===== src/rtl/mips_pkg.sv =====
// Shared types and instruction-field positions for the 5-stage MIPS pipeline.
package mips_pkg;

    typedef logic [4:0]  reg_addr_t;
    typedef logic [31:0] word_t;

    localparam reg_addr_t REG_ZERO = 5'd0;

    localparam int RS_HI = 25;
    localparam int RS_LO = 21;
    localparam int RT_HI = 20;
    localparam int RT_LO = 16;
    localparam int RD_HI = 15;
    localparam int RD_LO = 11;

    // Register 0 is hardwired, so a write aimed at it must never be forwarded.
    function automatic logic wb_hit(input logic we, input reg_addr_t wa, input reg_addr_t ra);
        return we && (wa != REG_ZERO) && (wa == ra);
    endfunction

endpackage


===== src/rtl/wb_bypass.sv =====
// Zero-safe writeback-to-decode bypass for one register file read port.
module wb_bypass
    import mips_pkg::*;
(
    input  logic [4:0]  ra,
    input  logic [31:0] rd,
    input  logic        we_w,
    input  logic [4:0]  wa_w,
    input  logic [31:0] wd_w,
    output logic [31:0] data
);

    assign data = wb_hit(we_w, wa_w, ra) ? wd_w : rd;

endmodule


===== src/rtl/id_ex_issue.sv =====
// Decode-to-execute issue stage: operand bypass, load-use detection,
// the ID/EX pipeline register and a saturating stall-cycle counter.
module id_ex_issue
    import mips_pkg::*;
#(
    parameter int CTRL_W = 8,
    parameter int CNT_W  = 16
) (
    input  logic              clk,
    input  logic              reset,
    input  logic              valid_d,
    input  logic [31:0]       instr_d,
    input  logic [31:0]       imm_d,
    input  logic [CTRL_W-1:0] ctrl_d,
    input  logic              regwrite_d,
    input  logic              memread_d,
    input  logic              uses_rt_d,
    output logic [4:0]        ra1,
    output logic [4:0]        ra2,
    input  logic [31:0]       rd1,
    input  logic [31:0]       rd2,
    input  logic              we_w,
    input  logic [4:0]        wa_w,
    input  logic [31:0]       wd_w,
    input  logic              hold,
    input  logic              flush_e,
    output logic              stall_d,
    output logic              valid_e,
    output logic              regwrite_e,
    output logic              memread_e,
    output logic [4:0]        rs_e,
    output logic [4:0]        rt_e,
    output logic [4:0]        rd_e,
    output logic [31:0]       a_e,
    output logic [31:0]       b_e,
    output logic [31:0]       imm_e,
    output logic [CTRL_W-1:0] ctrl_e,
    output logic [CNT_W-1:0]  stall_cnt
);

    word_t a_d;
    word_t b_d;
    logic  lu;
    logic  bubble;

    assign ra1 = instr_d[RS_HI:RS_LO];
    assign ra2 = instr_d[RT_HI:RT_LO];

    wb_bypass u_byp_a (.ra(ra1), .rd(rd1), .we_w(we_w), .wa_w(wa_w), .wd_w(wd_w), .data(a_d));
    wb_bypass u_byp_b (.ra(ra2), .rd(rd2), .we_w(we_w), .wa_w(wa_w), .wd_w(wd_w), .data(b_d));

    // The load's rt is its destination; rt only matters to the consumer when it is a source.
    assign lu = valid_d & valid_e & memread_e & (rt_e != REG_ZERO)
              & ((rt_e == ra1) | (uses_rt_d & (rt_e == ra2)));

    assign stall_d = lu | hold;
    assign bubble  = lu & ~hold & ~flush_e;

    // NOTE: state updates use non-blocking assignments so every register samples pre-edge values.
    always_ff @(posedge clk or negedge reset) begin
        if (!reset) begin
            valid_e    <= 1'b0;
            regwrite_e <= 1'b0;
            memread_e  <= 1'b0;
            rs_e       <= '0;
            rt_e       <= '0;
            rd_e       <= '0;
            a_e        <= '0;
            b_e        <= '0;
            imm_e      <= '0;
            ctrl_e     <= '0;
        end else if (flush_e || (lu && !hold)) begin
            // Killing only the control bits is enough; the datapath fields are don't-care.
            valid_e    <= 1'b0;
            regwrite_e <= 1'b0;
            memread_e  <= 1'b0;
        end else if (!hold) begin
            valid_e    <= valid_d;
            regwrite_e <= regwrite_d & valid_d;
            memread_e  <= memread_d & valid_d;
            rs_e       <= instr_d[RS_HI:RS_LO];
            rt_e       <= instr_d[RT_HI:RT_LO];
            rd_e       <= instr_d[RD_HI:RD_LO];
            a_e        <= a_d;
            b_e        <= b_d;
            imm_e      <= imm_d;
            ctrl_e     <= ctrl_d;
        end
    end

    always_ff @(posedge clk or negedge reset) begin
        if (!reset) begin
            stall_cnt <= '0;
        end else if (bubble && (stall_cnt != {CNT_W{1'b1}})) begin
            stall_cnt <= stall_cnt + 1'b1;
        end
    end

endmodule


===== config.mk =====
export PLATFORM = sky130hd
export DESIGN_NAME = id_ex_issue
export DESIGN_NICKNAME = d
export VERILOG_FILES = /design/src/rtl/mips_pkg.sv /design/src/rtl/wb_bypass.sv /design/src/rtl/id_ex_issue.sv
export SDC_FILE = /design/constraint.sdc
export NUM_CORES = 1
export LEC_CHECK = 0
export ABC_AREA = 1
export BUFFER_PORTS_ARGS = -buffer_cell sky130_fd_sc_hd__buf_2
export CORE_AREA = 2 2 127 129
export CTS_CLUSTER_SIZE = 8
export DETAILED_ROUTE_END_ITERATION = 16
export DIE_AREA = 0 0 129 131
export HOLD_SLACK_MARGIN = 0.08
export PLACE_DENSITY_LB_ADDON = 0.3
export SLEW_MARGIN = 20
export SYNTH_ARGS = -nofsm -noshare
export SYNTH_HDL_FRONTEND = slang
export SYNTH_SLANG_ARGS = --single-unit

===== constraint.sdc =====
create_clock -name clk -period 2.5 [get_ports clk]
set_input_delay 0 -clock clk [delete_from_list [all_inputs] [get_ports clk]]
set_output_delay 0 -clock clk [all_outputs]
set_load 0.1 [all_outputs]

==> reports/qor_table.md, run 1 <==
| Metric | Value | Unit |
|---|---|---|
| Fraction of synthesized cell area in xor and xnor cells | 2.31 | % |
| Final-report setup violation count | 0 | - |
| Critical path's largest stage delay | 550 | ps |
| Remaining antenna violation count after routing | 0 | - |
| Gate count after technology mapping | 984 | - |
| Post-synthesis share of cell area spent on full adders, half adders and majority gates | 0.174 | % |
| Total power | 8300 | µW |
| Mapped Area | 7210 | µm² |
| Total of buffers placed on input and output ports | 313 | - |
| Number of clock sinks | 138 | - |
| Fin area | 11400 | µm² |
| Top cell by count, worst path | sky130_fd_sc_hd__nand2_1 | - |
| Number of cells on the worst reg-to-reg path | 11 | - |
| Overall global routing resource usage | 32.6 | % |
| Power Internal | 4520 | µW |
| Post-detailed-placement cell area | 8890 | µm² |
| Worst r2r src | rt_e[4] | - |
| TritonCTS clock tree | built | - |
| Maximum achievable frequency | 0.426 | GHz |
| Data required time at the worst endpoint | 2850 | ps |
| Cell variety after synth | 22 | - |
| Syn Nets | 1167 | - |
| Later-pin clock latency in the skew report | 420 | ps |
| Number of flops mapped to enable cells by yosys | 0 | - |
| Share of the synthesized area in the top cell type | 47.9 | % |
| Portion of total power attributed to the clock network | 28.7 | % |
| Post-Route WL | 27700 | µm |
| Clock transition time at the flip-flop clock pins of the worst setup and hold paths | 60 | ps |
| Floorplan core area | 15600 | µm² |
| Wire length per cell | 16.5 | µm |
| Leakage power | 0.00641 | µW |
| CTS H-tree depth | 4 | - |
| Post-DP HPWL | 16000 | µm |
| Simple-gate share of the synthesized area | 41.8 | % |
| Period utilization | 93.9 | % |
| Synth Flop Type | sky130_fd_sc_hd__dfrtp_1 | - |
| Combinational group share of total power | 39.6 | % |
| Worst clock skew | 5.63 | ps |
| Sum of buffers and inverters on the critical path | 5 | - |
| Sequential cell area fraction in the yosys report | 47.9 | % |
| Number of detailed-routing iterations run before antenna repair | 5 | - |
| Endpoint kind of the worst setup timing path | flop | - |
| Number of clock buffers inserted by TritonCTS | 17 | - |
| FF+latch count, synth | 138 | - |
| CTS Root Cell | sky130_fd_sc_hd__clkbuf_16 | - |
| Run status | complete, no violations | - |
| Main combinational cell family by area after synthesis | simple AND/OR/NAND/NOR gates | - |
| Floorplan die height | 131 | µm |
| Multiplexer area fraction after synthesis | 0 | % |
| Fraction of final layout cells sized beyond drive strength 1 | 25.6 | % |
| Count of endpoints failing hold in the final timing report | 0 | - |
| Growth of design area from synthesis to finish | 57.8 | % |
| Share of async-settable or async-resettable flops after synthesis | 100 | % |
| Clk buf depth | 2 | - |
| Psw | 3780 | µW |
| Data arrival time at the worst-slack endpoint | 2700 | ps |
| Slew @ Worst Pin | 942 | ps |
| Highest-delay cell along the critical path | sky130_fd_sc_hd__dlygate4sd3_1 | - |
| Worst ir drop on vdd | 0.000518 | V |
| Detailed Route Iter0 Violations | 761 | - |
| Average cell area after synthesis | 7.33 | µm² |
| Critical Path Fanout Max | 25 | - |
| Layout Nets | 1633 | - |
| Fin. max-slew vios | 0 | - |
| Clock period minus worst slack | 2350 | ps |
| Path type of the worst min-delay path | in2reg | - |
| Top post-synthesis cells by area | sky130_fd_sc_hd__dfrtp_1 (48%), sky130_fd_sc_hd__nand2_1 (25%), sky130_fd_sc_hd__nand3_1 (9.8%) | - |
| Post-synth top area cell | sky130_fd_sc_hd__dfrtp_1 | - |
| Maximum number of pins on one net before global-route repair | 96 | - |
| Net Sw Frac | 45.6 | % |
| Unrepaired setup endpoints after global routing | no | - |
| Starting Density | 46.2 | % |
| Total power per unit cell area | 730 | nW/µm² |
| Maximum capacitance violations | 0 | - |
| Die outline area | 16900 | µm² |
| Yosys synthesis warning count | 0 | - |
| Max-Slew Margin vs Limit | 37.2 | % |
| Antenna violations before repair | 1 | - |
| Total via count in the routed design | 8936 | - |
| Final routed DRC violation total | 0 | - |
| End of the worst register-to-register path | valid_e | - |
| Internal reg-to-reg setup slack | 220 | ps |
| Worst Min Path Start | hold | - |
| Worst setup SP type | input port | - |
| Remaining Overflow, GRT | 0 | - |
| Sequential share of power | 31.7 | % |
| Number of vias per cell | 5.32 | - |
| Number of global-route vias before repair | 8729 | - |
| First-pass GRT wire length | 43300 | µm |
| Row count | 46 | - |
| Kind of cell adding the most delay to the critical path | buffers and inverters | - |
| Chip width | 129 | µm |
| Worst hold path endpoint | rd_e[2] | - |
| # Post-CTS Setup Buffers | 0 | - |
| Crit Path Class | in2reg | - |
| Routability Congestion | 0.837 | - |
| Worst-path cell chain | dlygate4sd3_1, buf_2, inv_1, nand2_1, nand2_1, nand3_1, nor2_2, buf_4, nand3_1, nand2_1, dlygate4sd3_1, nand3_1, nand2_1 | - |
| Depth of the worst hold-timing path | 4 | - |
| Total Neg Setup Slack | 0 | ps |
| Synthesized-area fraction occupied by ao, oa, aoi and oai cells | 0.312 | % |
| Count of pins on the block boundary | 331 | - |
metal layers:
metal / wire [µm] / global-route usage (%)
met3: 2750 / 9.32
met4: 1320 / 16.9
met2: 13300 / 56.1
met1: 10300 / 37.0
met5: 0 / 0
power by group through the flow:
stage / sequential, µW / clock, µW / combinational (µW)
5_1_grt: 2650 / 2520 / 3430
6_report: 2630 / 2380 / 3290
3_3_place_gp: 2650 / 0 / 2980
3_5_place_dp: 2650 / 0 / 3000
2_1_floorplan: 4480 / 0 / 528
4_1_cts: 2620 / 2420 / 3250
cell usage in the layout (no fill, tap or decap), drive strengths merged:
master,instances
nand2,481
buf,331
dlygate4sd3,191
nand3,142
dfrtp,138
nand4,62
inv,37
nor2,22
clkbuf,18
xor2,14
clkinv,10
xnor2,5
nor3,3
diode,2
a21oi,2
clkinvlp,2
o21bai,1
nand3b,1
o21ai,1
ha,1
bufinv,1
per-stage QoR:
stage / hold slack (ps) / instances / setup WS [ps] / util, %
2_1_floorplan: -296 / 984 / 103 / -
3_3_place_gp: 161 / 1456 / 702 / 57.0
3_5_place_dp: 165 / 1456 / 626 / 57.0
4_1_cts: 82.5 / 1679 / 189 / 72.8
5_1_grt: 134 / 1680 / 0.415 / 72.9
6_report: 94.5 / 1681 / 152 / 72.9
registers in the layout, indices dropped and copies added, names as in the netlist:
name	count
a_e	32
b_e	32
imm_e	32
stall_cnt	16
ctrl_e	8
rd_e	5
rs_e	5
rt_e	5
memread_e	1
regwrite_e	1
valid_e	1
Yosys cell counts (3+ instances only):
cell type and instances:
sky130_fd_sc_hd__nor2_1 21, sky130_fd_sc_hd__inv_1 33, sky130_fd_sc_hd__xnor2_1 5, sky130_fd_sc_hd__clkbuf_1 18, sky130_fd_sc_hd__dfrtp_1 138, sky130_fd_sc_hd__xor2_1 14, sky130_fd_sc_hd__nand4_1 62, sky130_fd_sc_hd__nand2_1 481
sky130_fd_sc_hd__inv_2 3, sky130_fd_sc_hd__nand3_1 141, sky130_fd_sc_hd__buf_1 7, sky130_fd_sc_hd__nor3_1 3, sky130_fd_sc_hd__buf_2 28, sky130_fd_sc_hd__buf_4 21
worst min-delay path, delay by kind of cell:
family	cells	cell delay [ps]
buf+inv	2	290
simple gates	2	180
kinds of logic (layout without fill, tap and decap cells):
group / Yosys count / in the layout
AOI/OAI and AO/OA: 4 / 4
xor gates and xnor gates: 19 / 19
adders and majority gates: 1 / 1
buffers and inverters: 111 / 590
DFF: 138 / 138
other: 0 / 2
and+or+nand+nor: 711 / 711
what timing repair did:
item,4_1_cts,5_1_grt
hold buffers,191,0
setup endpoints to repair,0,12
endpoints found under the hold margin,214,0
resized for setup,0,1
how the worst max path moves through the flow:
stage / start / to / slack [ps] / depth (start not counted)
finish: instr_d[17] / b_e[9] / 150 / 13
global route: instr_d[21] / a_e[2] / 0.4 / 14
CTS: instr_d[20] / b_e[24] / 190 / 10
detailed placement: rt_e[4] / stall_cnt[8] / 630 / 10
global placement: rt_e[4] / stall_cnt[6] / 700 / 10
floorplan: rt_e[0] / stall_d / 100 / 9
final cells by class:
| cell class | count | area, µm² |
|---|---|---|
| Inverter | 36 | 138 |
| Sequential cell | 138 | 3450 |
| Timing Repair Buffer | 522 | 3690 |
| Tap cell | 216 | 270 |
| Clock buffer | 18 | 429 |
| Multi-Input combinational cell | 735 | 3260 |
| Antenna cell | 2 | 5.00 |
| Clock inverter | 14 | 126 |
| Fill cell | 1140 | 4220 |
No activity file was read; power rests on OpenSTA's default activity.
==> run 2, diff against run 1 <==
--- a/config.mk
+++ b/config.mk
@@ -13,6 +13,7 @@
 export DIE_AREA = 0 0 129 131
 export HOLD_SLACK_MARGIN = 0.08
 export PLACE_DENSITY_LB_ADDON = 0.3
+export RECOVER_POWER = 100
 export SLEW_MARGIN = 20
 export SYNTH_ARGS = -nofsm -noshare
 export SYNTH_HDL_FRONTEND = slang
==> constraint.sdc (replaced) <==
create_clock -name clk -period 2.8 [get_ports clk]
set_input_delay 0 -clock clk [delete_from_list [all_inputs] [get_ports clk]]
set_output_delay 0 -clock clk [all_outputs]
set_load 0.1 [all_outputs]
==> reports/qor_table.md, run 2 (synthesized netlist as in run 1, its figures left out) <==
| Metric | Value | Unit |
|---|---|---|
| Number of global-route vias before repair | 8596 | - |
| Starting Density | 46.2 | % |
| Period utilization | 97.8 | % |
| Slew @ Worst Pin | 1420 | ps |
| CTS Root Cell | sky130_fd_sc_hd__clkbuf_16 | - |
| Largest registers | a_e: 32 flops, b_e: 32 flops, imm_e: 32 flops | - |
| Highest-delay cell along the critical path | sky130_fd_sc_hd__dlygate4sd3_1 | - |
| Max-Slew Margin vs Limit | 5.21 | % |
| Sum of buffers and inverters on the critical path | 5 | - |
| Critical path's largest stage delay | 620 | ps |
| Worst hold path endpoint | stall_cnt[8] | - |
| Depth of the worst hold-timing path | 6 | - |
| Count of endpoints failing hold in the final timing report | 0 | - |
| Detailed Route Iter0 Violations | 722 | - |
| Total of buffers placed on input and output ports | 313 | - |
| Number of cells on the worst reg-to-reg path | 11 | - |
| Maximum number of pins on one net before global-route repair | 74 | - |
| Commonest non-fill, non-tap cell in the layout | sky130_fd_sc_hd__nand2_1 | - |
| Number of standard cells in the final layout excluding fillers | 1691 | - |
| Later-pin clock latency in the skew report | 430 | ps |
| Floorplan core area | 15600 | µm² |
| Total power | 7490 | µW |
| Worst ir drop on vdd | 0.000444 | V |
| Layout Nets | 1642 | - |
| Endpoint kind of the worst setup timing path | flop | - |
| Top cell by count, worst path | sky130_fd_sc_hd__dlygate4sd3_1 | - |
| Final-report setup violation count | 0 | - |
| Kind of cell adding the most delay to the critical path | buffers and inverters | - |
| Most used cells in the layout excluding fill and tap cells | sky130_fd_sc_hd__nand2_1 (479), sky130_fd_sc_hd__dlygate4sd3_1 (201), sky130_fd_sc_hd__buf_2 (163), sky130_fd_sc_hd__clkbuf_1 (149), sky130_fd_sc_hd__nand3_1 (142) | - |
| Remaining Overflow, GRT | 0 | - |
| TritonCTS clock tree | built | - |
| Total via count in the routed design | 8972 | - |
| Remaining antenna violation count after routing | 0 | - |
| CTS H-tree depth | 4 | - |
| Worst-path cell chain | dlygate4sd3_1, buf_2, xor2_1, nor2_2, buf_4, nand3_1, nand2_1, dlygate4sd3_1, nand3_1, dlygate4sd3_1, nand2_1 | - |
| End of the worst register-to-register path | a_e[18] | - |
| Total power per unit cell area | 664 | nW/µm² |
| Row count | 46 | - |
| Number of vias per cell | 5.31 | - |
| Final routed DRC violation total | 0 | - |
| Wire length per cell | 17.0 | µm |
| Growth of design area from synthesis to finish | 56.5 | % |
| Worst Min Path Start | flush_e | - |
| Post-DP HPWL | 15700 | µm |
| Total Neg Setup Slack | 0 | ps |
| Routability Congestion | 0.863 | - |
| Dpl cells | 1455 | - |
| Maximum achievable frequency | 0.365 | GHz |
| Clock transition time at the flip-flop clock pins of the worst setup and hold paths | 60 | ps |
| Clk buf depth | 2 | - |
| Critical Path Fanout Max | 32 | - |
| Maximum capacitance violations | 0 | - |
| Data required time at the worst endpoint | 3160 | ps |
| Data arrival time at the worst-slack endpoint | 3090 | ps |
| Worst r2r src | rt_e[2] | - |
| Fraction of final layout cells sized beyond drive strength 1 | 15.4 | % |
| Number of clock buffers inserted by TritonCTS | 17 | - |
| Post-Route WL | 28800 | µm |
| Number of detailed-routing iterations run before antenna repair | 8 | - |
| Chip width | 129 | µm |
| Die outline area | 16900 | µm² |
| Leakage power | 0.00594 | µW |
| Overall global routing resource usage | 32.7 | % |
| Floorplan die height | 131 | µm |
| Worst setup SP type | input port | - |
| Crit Path Class | in2reg | - |
| First-pass GRT wire length | 42800 | µm |
| Antenna violations before repair | 1 | - |
| Count of pins on the block boundary | 331 | - |
| Internal reg-to-reg setup slack | 310 | ps |
| Worst clock skew | 8.76 | ps |
| Path type of the worst min-delay path | in2reg | - |
| Clock period minus worst slack | 2740 | ps |
| Run status | complete, no violations | - |
| Number of clock sinks | 138 | - |
| Fin. max-slew vios | 0 | - |
-- run 2: cell types whose count changed in the layout (fill, tap and decap cells not counted), moves of 3 or more --
cell                            previous run  this run
sky130_fd_sc_hd__buf_2                   312       163
sky130_fd_sc_hd__clkinvlp_4                2         5
sky130_fd_sc_hd__buf_4                    12         6
sky130_fd_sc_hd__clkbuf_2                  0         5
sky130_fd_sc_hd__clkinv_4                  6         1
sky130_fd_sc_hd__dlygate4sd3_1           191       201
sky130_fd_sc_hd__clkbuf_1                  1       149
-- run 2: what timing repair did --
| item | in CTS | in global routing |
|---|---|---|
| setup endpoints to repair | 0 | 10 |
| hold buffers | 201 | 0 |
| endpoints found under the hold margin | 229 | 0 |
| buffers inserted | 0 | 0 |
| gates resized for setup | 0 | 9 |
-- run 2: layout make-up --
type	instances	area, µm²
well taps	216	270
clock inverters	14	148
inverters	36	138
repair buffers	531	3580
clock buffers	18	429
fillers	1190	4320
flip-flops and latches	138	3450
multi-input cells	735	3250
diodes	3	7.51
-- run 2: how the worst max path moves through the flow --
stage / to / start / cells after the start / slack (ps)
final: a_e[31] / instr_d[25] / 11 / 60
after global routing: a_e[31] / instr_d[23] / 14 / -30
after CTS: a_e[28] / instr_d[25] / 12 / 20
after detailed placement: a_e[2] / rt_e[2] / 10 / 780
after global placement: a_e[2] / rt_e[3] / 10 / 830
after floorplan: stall_d / rt_e[0] / 9 / 400
-- run 2: metal layers --
layer	global-route usage, %	vias to the layer above	wire length, µm
met5	0	-	0
met4	18.0	0	1310
met3	8.55	125	2760
met2	57.0	604	14100
met1	36.6	4131	10600
li1	-	4112	-
-- run 2: through the flow --
stage / setup slack [ps] / util, % / hold WS (ps) / cell area, µm²
6_report: 61.5 / 72.3 / 205 / 11300
5_1_grt: -26.0 / 72.3 / 248 / 11300
4_1_cts: 22.3 / 73.5 / 127 / 11500
3_5_place_dp: 778 / 56.9 / -1.15 / 8870
3_3_place_gp: 833 / 56.9 / -1.48 / 8870
2_1_floorplan: 403 / - / -296 / 7210
-- run 2: where the power goes --
group          total, µW  internal, µW  leakage [µW]  switching (µW)
sequential          2360          2220       0.00174             145
clock               2240          1310      0.000269             925
combinational       2880           529       0.00394            2360
total               7490          4060       0.00594            3430
-- run 2: worst register-to-register path: stages, from the launching register on --
cell and delay, ps:
sky130_fd_sc_hd__dfrtp_1 420, sky130_fd_sc_hd__inv_2 70, sky130_fd_sc_hd__nand2_1 60, sky130_fd_sc_hd__nand2_1 70, sky130_fd_sc_hd__nor2_1 120, sky130_fd_sc_hd__nand3_1 100
sky130_fd_sc_hd__nand2_1 180, sky130_fd_sc_hd__nand2_1 140, sky130_fd_sc_hd__nand3_1 190, sky130_fd_sc_hd__clkbuf_4 720, sky130_fd_sc_hd__nand2_1 250, sky130_fd_sc_hd__nand2_1 130
==> run 3, diff against run 2 <==
--- a/config.mk
+++ b/config.mk
@@ -7,10 +7,10 @@
 export LEC_CHECK = 0
 export ABC_AREA = 1
 export BUFFER_PORTS_ARGS = -buffer_cell sky130_fd_sc_hd__buf_2
-export CORE_AREA = 2 2 127 129
+export CORE_ASPECT_RATIO = 0.9
+export CORE_UTILIZATION = 45
 export CTS_CLUSTER_SIZE = 8
 export DETAILED_ROUTE_END_ITERATION = 16
-export DIE_AREA = 0 0 129 131
 export HOLD_SLACK_MARGIN = 0.08
 export PLACE_DENSITY_LB_ADDON = 0.3
 export RECOVER_POWER = 100
==> reports/qor_table.md, run 3 (synthesized netlist as in run 1, its figures left out) <==
| Metric | Value | Unit |
|---|---|---|
| Run status | complete, but fails checks | - |
| Violated checks | max-capacitance violations, max-slew violations | - |
| Top cell by count, worst path | sky130_fd_sc_hd__nand2_1 | - |
| CTS H-tree depth | 4 | - |
| Critical Path Fanout Max | 17 | - |
| Total of buffers placed on input and output ports | 313 | - |
| Total power per unit cell area | 674 | nW/µm² |
| Number of clock sinks | 138 | - |
| Worst-path cell chain | dlygate4sd3_1, buf_2, xnor2_1, nand3_1, nor2_1, nand2_1, buf_4, nand2_1, nand2_1, dlygate4sd3_1, nand3_1, nand2_1 | - |
| Gates resized, CTS repair | 0 | - |
| Number of clock buffers inserted by TritonCTS | 17 | - |
| Post-DP HPWL | 15200 | µm |
| Largest registers | a_e: 32 flops, b_e: 32 flops, imm_e: 32 flops | - |
| TritonCTS clock tree | built | - |
| Starting Density | 46.4 | % |
| Leakage power | 0.00588 | µW |
| Period utilization | 91.4 | % |
| Layout Nets | 1628 | - |
| Later-pin clock latency in the skew report | 420 | ps |
| Worst setup SP type | input port | - |
| Worst hold slack across all endpoints | 159 | ps |
| Core Util, Final | 71.4 | % |
| Path type of the worst min-delay path | in2reg | - |
| Post-Route WL | 27200 | µm |
| Clk buf depth | 2 | - |
| CTS Root Cell | sky130_fd_sc_hd__clkbuf_16 | - |
| Chip width | 135 | µm |
| Row count | 43 | - |
| Number of detailed-routing iterations run before antenna repair | 8 | - |
| Wire length per cell | 16.4 | µm |
| Remaining Overflow, GRT | 0 | - |
| Highest-delay cell along the critical path | sky130_fd_sc_hd__dlygate4sd3_1 | - |
| Crit Path Class | in2reg | - |
| First-pass GRT wire length | 42500 | µm |
| Slew @ Worst Pin | 1760 | ps |
| Endpoint kind of the worst setup timing path | flop | - |
| Worst ir drop on vdd | 0.000488 | V |
| Growth of design area from synthesis to finish | 54.1 | % |
| Maximum number of pins on one net before global-route repair | 91 | - |
| Data arrival time at the worst-slack endpoint | 2850 | ps |
| Critical path's largest stage delay | 560 | ps |
| Number of buffers inserted by hold repair at cts | 190 | - |
| Worst clock skew | 14.3 | ps |
| Kind of cell adding the most delay to the critical path | buffers and inverters | - |
| Antenna violations before repair | 1 | - |
| Number of global-route vias before repair | 8595 | - |
| Clock period minus worst slack | 2560 | ps |
| Final routed DRC violation total | 0 | - |
| Total via count in the routed design | 8786 | - |
| Routability Congestion | 0.898 | - |
| Data required time at the worst endpoint | 3090 | ps |
| Overall global routing resource usage | 33.3 | % |
| Floorplan die height | 122 | µm |
| Detailed Route Iter0 Violations | 567 | - |
| Floorplan core area | 15500 | µm² |
| Clock transition time at the flip-flop clock pins of the worst setup and hold paths | 60 | ps |
| Die outline area | 16500 | µm² |
| Final-report setup violation count | 0 | - |
| Most used cells in the layout excluding fill and tap cells | sky130_fd_sc_hd__nand2_1 (481), sky130_fd_sc_hd__dlygate4sd3_1 (190), sky130_fd_sc_hd__buf_2 (164), sky130_fd_sc_hd__clkbuf_1 (148), sky130_fd_sc_hd__nand3_1 (141) | - |
| Maximum capacitance violations | 1 | - |
| Fin. max-slew vios | 72 | - |
| Fraction of final layout cells sized beyond drive strength 1 | 15.2 | % |
| # Post-CTS Setup Buffers | 0 | - |
| Unrepaired setup endpoints after global routing | no | - |
| Max-Slew Margin vs Limit | -17.3 | % |
| Count of pins on the block boundary | 331 | - |
| Remaining antenna violation count after routing | 0 | - |
| Total Neg Setup Slack | 0 | ps |
| Count of endpoints failing hold in the final timing report | 0 | - |
| Commonest non-fill, non-tap cell in the layout | sky130_fd_sc_hd__nand2_1 | - |
| Sum of buffers and inverters on the critical path | 4 | - |
| Number of vias per cell | 5.29 | - |
| Maximum achievable frequency | 0.391 | GHz |
==> run 3: worst paths after layout <==
path	depth (start not counted)	slack, ps	startpoint	endpoint
hold reg to reg	2	470	imm_e[11]	imm_e[11]
min in group asynchronous	2	590	reset	rd_e[4]
max in group asynchronous	3	570	reset	b_e[4]
hold / removal	5	160	hold	b_e[28]
setup / recovery	12	240	instr_d[22]	a_e[5]
setup reg to reg	11	250	rt_e[4]	valid_e
==> run 3: layout make-up <==
class | instances | area [µm²]
clock inverters | 14 | 175
repair buffers | 517 | 3420
flip-flops and latches | 138 | 3450
well taps | 202 | 253
diodes | 1 | 2.50
fillers | 1188 | 4440
inverters | 36 | 138
multi-input cells | 735 | 3250
clock buffers | 17 | 425
==> run 3: per-layer routing <==
| metal | share of wire [%] | track usage, % | wire length [µm] |
|---|---|---|---|
| met1 | 39 | 40.0 | 10600 |
| met2 | 46 | 53.0 | 12600 |
| met3 | 10 | 9.70 | 2710 |
| met4 | 4.8 | 20.2 | 1300 |
| met5 | 0 | 0 | 0 |
==> run 3: through the flow <==
| stage | instance area [µm²] | std cells | setup slack, ps | power [µW] |
|---|---|---|---|---|
| 6_report | 11100 | 1660 | 241 | 7490 |
| 5_1_grt | 11100 | 1660 | 93.7 | 7770 |
| 4_1_cts | 11300 | 1659 | 372 | 7540 |
| 3_5_place_dp | 8820 | 1438 | 784 | 5030 |
| 3_3_place_gp | 8820 | 1438 | 852 | 5010 |
| 2_1_floorplan | 7210 | 984 | 403 | 4470 |
==> run 3: tightest hold or removal path, cell delays in order <==
cell and delay, ps:
sky130_fd_sc_hd__buf_2 140, sky130_fd_sc_hd__a21oi_4 50, sky130_fd_sc_hd__buf_12 180, sky130_fd_sc_hd__nand3_1 100
sky130_fd_sc_hd__nand2_1 40
==> run 3: power by group <==
part | leakage (µW) | switching, µW | total [µW] | internal [µW]
clock | 0.000285 | 891 | 2290 | 1400
combinational | 0.00386 | 2330 | 2850 | 518
sequential | 0.00174 | 137 | 2350 | 2220
